===== src/rtl/slice_input_scheduler.sv =====
// slice_input_scheduler
//   Flow-control sequencer in front of the slice demultiplexer. The word data
//   itself bypasses this block. This block decides when a word may enter the
//   demux, and it drives the demux valid, sof and pps controls.
//
//   Each per-slice rate buffer has a credit counter. The counter starts full
//   and is debited exactly as the demux writes that buffer. A word is held off
//   while the buffers it would land in have no space. Chunk and row tracking
//   detect the last word of a frame. The block then drains until every credit
//   has come back, and only after that does it release the next frame.
//
// Ports
//   clk, rst_n        clock, asynchronous active-low reset
//   flush             synchronous abort: back to IDLE, all credits restored
//   slices_per_line   slices per line, 1..MAX_NBR_SLICES
//   chunk_size        bytes per chunk (>=32)
//   chunk_rows        chunk rows per frame (>=1)
//   in_valid, in_sof  upstream word strobe and first-word-of-frame flag
//   in_ready          word accepted when in_valid & in_ready
//   credit_return     bit s: one word left rate buffer s this cycle
//   dm_valid, dm_sof  accepted-word strobe and sof to the demux
//   dm_is_pps         current word belongs to the PPS header
//   cur_slice         slice the current word is written to
//   frame_done        one-cycle pulse once a frame has fully drained
module slice_input_scheduler #(
  parameter int MAX_NBR_SLICES   = 2,
  parameter int FIFO_DEPTH_WORDS = 64,
  parameter int PPS_WORDS        = 4
) (
  input  logic                                              clk,
  input  logic                                              rst_n,
  input  logic                                              flush,
  input  logic [9:0]                                        slices_per_line,
  input  logic [15:0]                                       chunk_size,
  input  logic [15:0]                                       chunk_rows,
  input  logic                                              in_valid,
  input  logic                                              in_sof,
  output logic                                              in_ready,
  input  logic [MAX_NBR_SLICES-1:0]                         credit_return,
  output logic                                              dm_valid,
  output logic                                              dm_sof,
  output logic                                              dm_is_pps,
  output logic [(MAX_NBR_SLICES>1?$clog2(MAX_NBR_SLICES):1)-1:0] cur_slice,
  output logic                                              frame_done
);

  localparam int SW = (MAX_NBR_SLICES > 1) ? $clog2(MAX_NBR_SLICES) : 1;
  localparam int CW = $clog2(FIFO_DEPTH_WORDS + 1);
  localparam int PW = (PPS_WORDS > 1) ? $clog2(PPS_WORDS + 1) : 1;

  typedef enum logic [2:0] {S_IDLE, S_PPS, S_DATA, S_DRAIN, S_ERR} state_t;

  state_t          state, state_n;
  logic [PW-1:0]   pps_cnt;
  logic [15:0]     byte_cnt;
  logic [4:0]      byte_offset;
  logic [15:0]     row;
  logic [CW-1:0]   credit [MAX_NBR_SLICES];
  logic [1:0]      debit  [MAX_NBR_SLICES];

  logic [16:0]     sum_cnt;
  logic            last_word;
  logic [4:0]      rem5;
  logic [4:0]      off_sum;
  logic            aligned;
  logic            dbl;
  logic [9:0]      cur_ext;
  logic            wrap;
  logic [SW-1:0]   nxt;
  logic            data_ok;
  logic            eof;
  logic            accept;
  logic            all_full;
  logic            sof_err;

  // Clamp a credit value into 0..FIFO_DEPTH_WORDS.
  function automatic logic [CW-1:0] sat_credit(input logic signed [CW+2:0] v);
    if (v < 0)
      return '0;
    else if (v > $signed((CW+3)'(FIFO_DEPTH_WORDS)))
      return CW'(FIFO_DEPTH_WORDS);
    else
      return v[CW-1:0];
  endfunction

  // Chunk tracking for the word presented in DATA. Only the low 5 bits of the
  // overhang past the chunk end matter, because the offset is kept mod 32.
  always_comb begin
    sum_cnt   = {1'b0, byte_cnt} + 17'd32;
    last_word = sum_cnt > {1'b0, chunk_size};
    rem5      = byte_cnt[4:0] - chunk_size[4:0];
    off_sum   = byte_offset + rem5;
    aligned   = (off_sum == 5'd0);
    dbl       = last_word && aligned;
    cur_ext   = 10'(cur_slice);
    wrap      = (cur_ext + 10'd1) >= slices_per_line;
    nxt       = wrap ? '0 : cur_slice + SW'(1);
    eof       = last_word && wrap && (row == (chunk_rows - 16'd1));
  end

  // An aligned chunk end also writes the next slice. When that slice is the
  // current slice, the word needs two credits from the same buffer.
  always_comb begin
    if (dbl && (nxt == cur_slice))
      data_ok = {1'b0, credit[cur_slice]} >= (CW+1)'(2);
    else
      data_ok = (credit[cur_slice] >= CW'(1)) &&
                (!dbl || (credit[nxt] >= CW'(1)));
  end

  always_comb begin
    all_full = 1'b1;
    for (int s = 0; s < MAX_NBR_SLICES; s++)
      if (credit[s] != CW'(FIFO_DEPTH_WORDS))
        all_full = 1'b0;
  end

  always_comb begin
    state_n   = state;
    in_ready  = 1'b0;
    dm_is_pps = 1'b0;
    sof_err   = 1'b0;
    case (state)
      S_IDLE: begin
        in_ready  = in_sof;
        dm_is_pps = in_sof;
        if (in_valid && in_sof)
          state_n = (PPS_WORDS == 1) ? S_DATA : S_PPS;
      end
      S_PPS: begin
        in_ready  = !in_sof;
        dm_is_pps = 1'b1;
        if (in_valid && in_sof)
          sof_err = 1'b1;
        else if (in_valid && (pps_cnt == PW'(PPS_WORDS - 1)))
          state_n = S_DATA;
      end
      S_DATA: begin
        in_ready = !in_sof && data_ok;
        if (in_valid && in_sof)
          sof_err = 1'b1;
        else if (in_valid && in_ready && eof)
          state_n = S_DRAIN;
      end
      S_DRAIN: begin
        if (in_valid && in_sof)
          sof_err = 1'b1;
        else if (all_full)
          state_n = S_IDLE;
      end
      S_ERR:   state_n = S_ERR;
      default: state_n = S_IDLE;
    endcase
    if (sof_err)
      state_n = S_ERR;
  end

  assign accept   = in_valid && in_ready;
  assign dm_valid = accept;
  assign dm_sof   = accept && in_sof;

  always_comb begin
    for (int s = 0; s < MAX_NBR_SLICES; s++) begin
      debit[s] = 2'd0;
      if (accept && (state == S_DATA))
        debit[s] = {1'b0, (cur_slice == SW'(s))} + {1'b0, dbl && (nxt == SW'(s))};
    end
  end

  // Control state, frame counters and done pulse
  always_ff @(posedge clk or negedge rst_n) begin
    if (!rst_n) begin
      state       <= S_IDLE;
      pps_cnt     <= '0;
      byte_cnt    <= '0;
      byte_offset <= '0;
      cur_slice   <= '0;
      row         <= '0;
      frame_done  <= 1'b0;
    end else if (flush) begin
      state       <= S_IDLE;
      pps_cnt     <= '0;
      byte_cnt    <= '0;
      byte_offset <= '0;
      cur_slice   <= '0;
      row         <= '0;
      frame_done  <= 1'b0;
    end else begin
      state      <= state_n;
      frame_done <= (state == S_DRAIN) && (state_n == S_IDLE);
      if (accept && (state == S_IDLE)) begin
        pps_cnt     <= PW'(1);
        byte_cnt    <= '0;
        byte_offset <= '0;
        cur_slice   <= '0;
        row         <= '0;
      end else if (accept && (state == S_PPS)) begin
        pps_cnt <= pps_cnt + PW'(1);
      end else if (accept && (state == S_DATA)) begin
        if (last_word) begin
          byte_offset <= off_sum;
          byte_cnt    <= aligned ? 16'd32 : 16'd0;
          cur_slice   <= nxt;
          if (wrap)
            row <= row + 16'd1;
        end else begin
          byte_cnt <= sum_cnt[15:0];
        end
      end
    end
  end

  // Credit counters: a debit and a return in the same cycle net out
  always_ff @(posedge clk or negedge rst_n) begin
    if (!rst_n) begin
      for (int s = 0; s < MAX_NBR_SLICES; s++)
        credit[s] <= CW'(FIFO_DEPTH_WORDS);
    end else if (flush) begin
      for (int s = 0; s < MAX_NBR_SLICES; s++)
        credit[s] <= CW'(FIFO_DEPTH_WORDS);
    end else begin
      for (int s = 0; s < MAX_NBR_SLICES; s++)
        credit[s] <= sat_credit($signed({3'b000, credit[s]})
                              - $signed({{(CW+1){1'b0}}, debit[s]})
                              + $signed({{(CW+2){1'b0}}, credit_return[s]}));
    end
  end

endmodule

===== config.mk =====
export PLATFORM = sky130hd
export DESIGN_NAME = slice_input_scheduler
export DESIGN_NICKNAME = d
export VERILOG_FILES = /design/src/rtl/slice_input_scheduler.sv
export SDC_FILE = /design/constraint.sdc
export NUM_CORES = 1
export LEC_CHECK = 0
export ABC_AREA = 0
export ABC_CLOCK_PERIOD_IN_PS = 4950
export BUFFER_PORTS_ARGS = -buffer_cell sky130_fd_sc_hd__buf_2
export CAP_MARGIN = 20
export CORE_MARGIN = 2
export CORE_UTILIZATION = 37
export CTS_BUF_LIST = sky130_fd_sc_hd__clkbuf_4
export DETAILED_ROUTE_END_ITERATION = 6
export GPL_TIMING_DRIVEN = 0
export HOLD_SLACK_MARGIN = 0.05
export PLACE_DENSITY = 0.55
export SETUP_SLACK_MARGIN = 0.15
export SYNTH_ARGS = -nofsm -noshare
export SYNTH_HDL_FRONTEND = slang
export SYNTH_SLANG_ARGS = --single-unit

===== constraint.sdc =====
create_clock -name clk -period 4.95 [get_ports clk]
set_input_delay 0.7425 -clock clk [delete_from_list [all_inputs] [get_ports clk]]
set_output_delay 0.7425 -clock clk [all_outputs]
set_load 0.05 [all_outputs]

==> qor.yml <==
outcome:
  outcome: "finished, violations left"
  violations: "negative setup slack"
sta:
  hold_viol_final: 0
  worstMarginPinSlew_ns: 0.942
  rsz0062_at_grt: "yes"
  max_slew_margin_pct: 36.6
  period_share_pct: 108
  fmax_ghz: 0.187
  min_period_ns: 5.35
  setup_viol: 14
  worst_slack_ns: -0.401
  finClkSkew_ns: 0.0206
  drv_slew: 0
global_route:
  grt_pass1_wl_um: 22500
  antenna_found_initial: 0
  grt_overflow: 0
  grtUsageTotal_pct: 18.9
  grt_max_degree: 31
  grt_pass1_vias: 4666
synth:
  yosysUniqueCellTypes: 72
  yosys_warnings: 0
  synthTopCellsByArea: "dfrtp_1 (26%), ha_1 (8.8%), xnor2_1 (4.4%), a21oi_1 (3.8%), nand2_1 (3.6%)"
  ys_async_sr_fraction_pct: 100
  synth-main-ff-cell: "dfrtp_1"
  syn_inst: 600
  synth_top_area_cell: "dfrtp_1"
  synth-seq-area-share_pct: 27.3
  syn_area_per_cell_um2: 8.27
  syn_area_um2: 4960
  syn-num-nets: 687
  synth_top_area_share_pct: 26.2
  synth-edff-count: 0
  ys_ff_latch: 54
clocking:
  cts_made_buffers: 5
  clockBufferDepth: 2
  cts_tree: "yes"
  htree_levels: 2
  clock_sinks: 54
  hold_buffers: 0
  cts-root-buf: "clkbuf_4"
  path_clk_slew_ns: 0.16
  clock_latency_ns: 0.38
worst_setup_path:
  cp_num_buf_inv: 1
  critPathSlowestCell: "fa_2"
  path_common_cell: "and3_4"
  critPathArrivalTime_ns: 5.65
  cp_cell_sequence: "and3_4 -> and3_4 -> and3_4 -> nor2b_4 -> or2_4 -> ha_4 -> nor2_1 -> or3_4 -> a31o_4 -> a21o_1 -> nor2_1 -> ha_1 -> and3_4 -> ha_4 -> inv_2 -> fa_2 -> nand2_2 -> or3_1 -> a32oi_2 -> xor2_2 -> o2111ai_1 -> a41o_2 -> nor2_2"
  r2r_slack_ns: -0.40
  cp-start-kind: "register"
  path_max_fanout: 5
  crit_type: "reg -> reg"
  crit_required_ns: 5.25
  max_stage_delay_ns: 0.60
  critical-path-top-delay-family: "simple AND/OR/NAND/NOR gates"
  crit_path_end_kind: "register"
floorplanning:
  die_x_um: 120
  ios: 55
  start_util_pct: 37.6
  row_count: 42
  die_y_um: 120
  dieArea_um2: 14400
  design.core.area_um2: 13200
cells_and_area:
  diodes: 0
  final_nets: 780
  mostFrequentLayoutCell: "buf_2"
  layout_common_cells: "buf_2 (56), dfrtp_1 (51), nand2_1 (44)"
  area_growth_syn_to_layout_pct: 28.3
  postLayoutCoreUtil_pct: 48.2
  fillCellCount: 1284
  final_layout_size_suffix_gt1_share_pct: 30.4
pwr:
  ir_drop_v: 0.000122
  power_mw: 0.845
  powerDensity_nw_per_um2: 133
  p_leak_nw: 2.60
drt:
  wire_per_inst_um: 15.6
  dr_wl_met3_um: 417
  routed_wirelength_um: 13600
  routed.top_layer: "met4"
  drt-vias-per-instance: 5.46
  met2_length_um: 6510
  remaining_drc_errors: 0
  ant_nets: 0
  drt-pass1-iter-count: 4
  routedLengthMet1_um: 6530
  drt_iter0_drc: 213
  vias: 4746
placement:
  routabilityCongestion: 0.855
  dp_hpwl_um: 10000
  io_buffers: 53
job:
  cap_violations: 0
min_path:
  min-delay-path-class: "in -> async"
## synthesized netlist by cell type, drive strengths merged, types with 4 or more instances
cell type  count
or3           18
nand3         24
o21ai         34
a21oi         39
a2111oi        6
or4            6
a21o           4
ha            35
nand4          6
nand2         47
xor2          18
o2111ai        4
xnor2         25
dfrtp         52
and3          16
nor2          42
nor2b         17
buf            4
nand2b         9
clkbuf        18
inv           41
o21bai         4
nor4b          4
or2           10
a211oi         5
nor3          18
mux2i         14
a311oi         4
o211ai         6
nor4          19
## worst register-to-register path: stages, from the launching register on
cell and delay, ns:
dfrtp_2 0.47, and3_4 0.20, and3_4 0.18, and3_4 0.19, nor2b_4 0.12, or2_4 0.24, ha_4 0.26, nor2_1 0.03
or3_4 0.41, a31o_4 0.27, a21o_1 0.21, nor2_1 0.11, ha_1 0.12, and3_4 0.19, ha_4 0.14, inv_2 0.04
fa_2 0.60, nand2_2 0.08, or3_1 0.33, a32oi_2 0.27, xor2_2 0.20, o2111ai_1 0.14, a41o_2 0.33, nor2_2 0.14
## worst paths after layout
kind	from	endpoint	depth (start not counted)
min	rst_n	byte_offset[4]$_DFFE_PN0P_	1
min reg2reg	pps_cnt[2]$_DFFE_PN0P_	pps_cnt[2]$_DFFE_PN0P_	2
max in group asynchronous	rst_n	credit[13]$_DFF_PN1_	2
min in group clk	pps_cnt[2]$_DFFE_PN0P_	pps_cnt[2]$_DFFE_PN0P_	2
max reg2reg	byte_cnt[5]$_DFFE_PN0P_	credit[7]$_DFF_PN0_	23
max	byte_cnt[5]$_DFFE_PN0P_	credit[7]$_DFF_PN0_	23
## what timing repair did
action | 4_1_cts | 5_1_grt
setup buffers | 21 | 10
gates resized for setup | 33 | 44
endpoints found under the setup margin | 15 | 14
pin swaps | 24 | 25
gates cloned | 0 | 0
## power by group
part / switching [mW] / internal [mW]
Sequential: 0.00389 / 0.445
Clock: 0.144 / 0.0674
Combinational: 0.110 / 0.0743
Total: 0.258 / 0.587
## cells by family after synthesis
logic type	share of synthesized area, %
other	0.0756
muxes	2.82
adders and majority gates	10.0
xor gates and xnor gates	8.95
AOI/OAI and AO/OA	18.6
buffers and inverters	5.12
DFF	27.3
and+or+nand+nor	27.1
## per-layer routing
layer,vias up,GRT usage [%]
li1,2366,-
met1,2294,27.1
met2,75,31.5
met3,11,2.09
met4,0,2.72
met5,-,0
## state kept, by name, indices dropped and copies added, names as in the netlist
register,cells
frame_done,1
cur_slice,1
row,16
pps_cnt,3
credit,14
byte_offset,5
byte_cnt,11
state,3
## per-stage QoR
step           area (µm²)  setup TNS [ns]  cells  setup WS [ns]  hold WS [ns]
2_1_floorplan        5170               0    600         0.0316         0.447
4_1_cts              6050           -2.93    859         -0.303         0.366
3_5_place_dp         5680           -7.39    830         -0.621         0.524
6_report             6360           -4.23    870         -0.401         0.360
5_1_grt              6360           -7.17    870         -0.643         0.368
3_3_place_gp         5660           -6.95    829         -0.626         0.512
## layout make-up
class | instances | area [µm²] | area share (%)
clock buffers | 7 | 52.6 | 0.826
flip-flops and latches | 54 | 1360 | 21.3
well taps | 176 | 220 | 3.46
multi-input cells | 483 | 3920 | 61.6
inverters | 41 | 161 | 2.54
clock inverters | 1 | 7.51 | 0.118
repair buffers | 86 | 527 | 8.28
plain buffers | 22 | 121 | 1.91
Note: power is estimated with default switching activity, not from simulation.
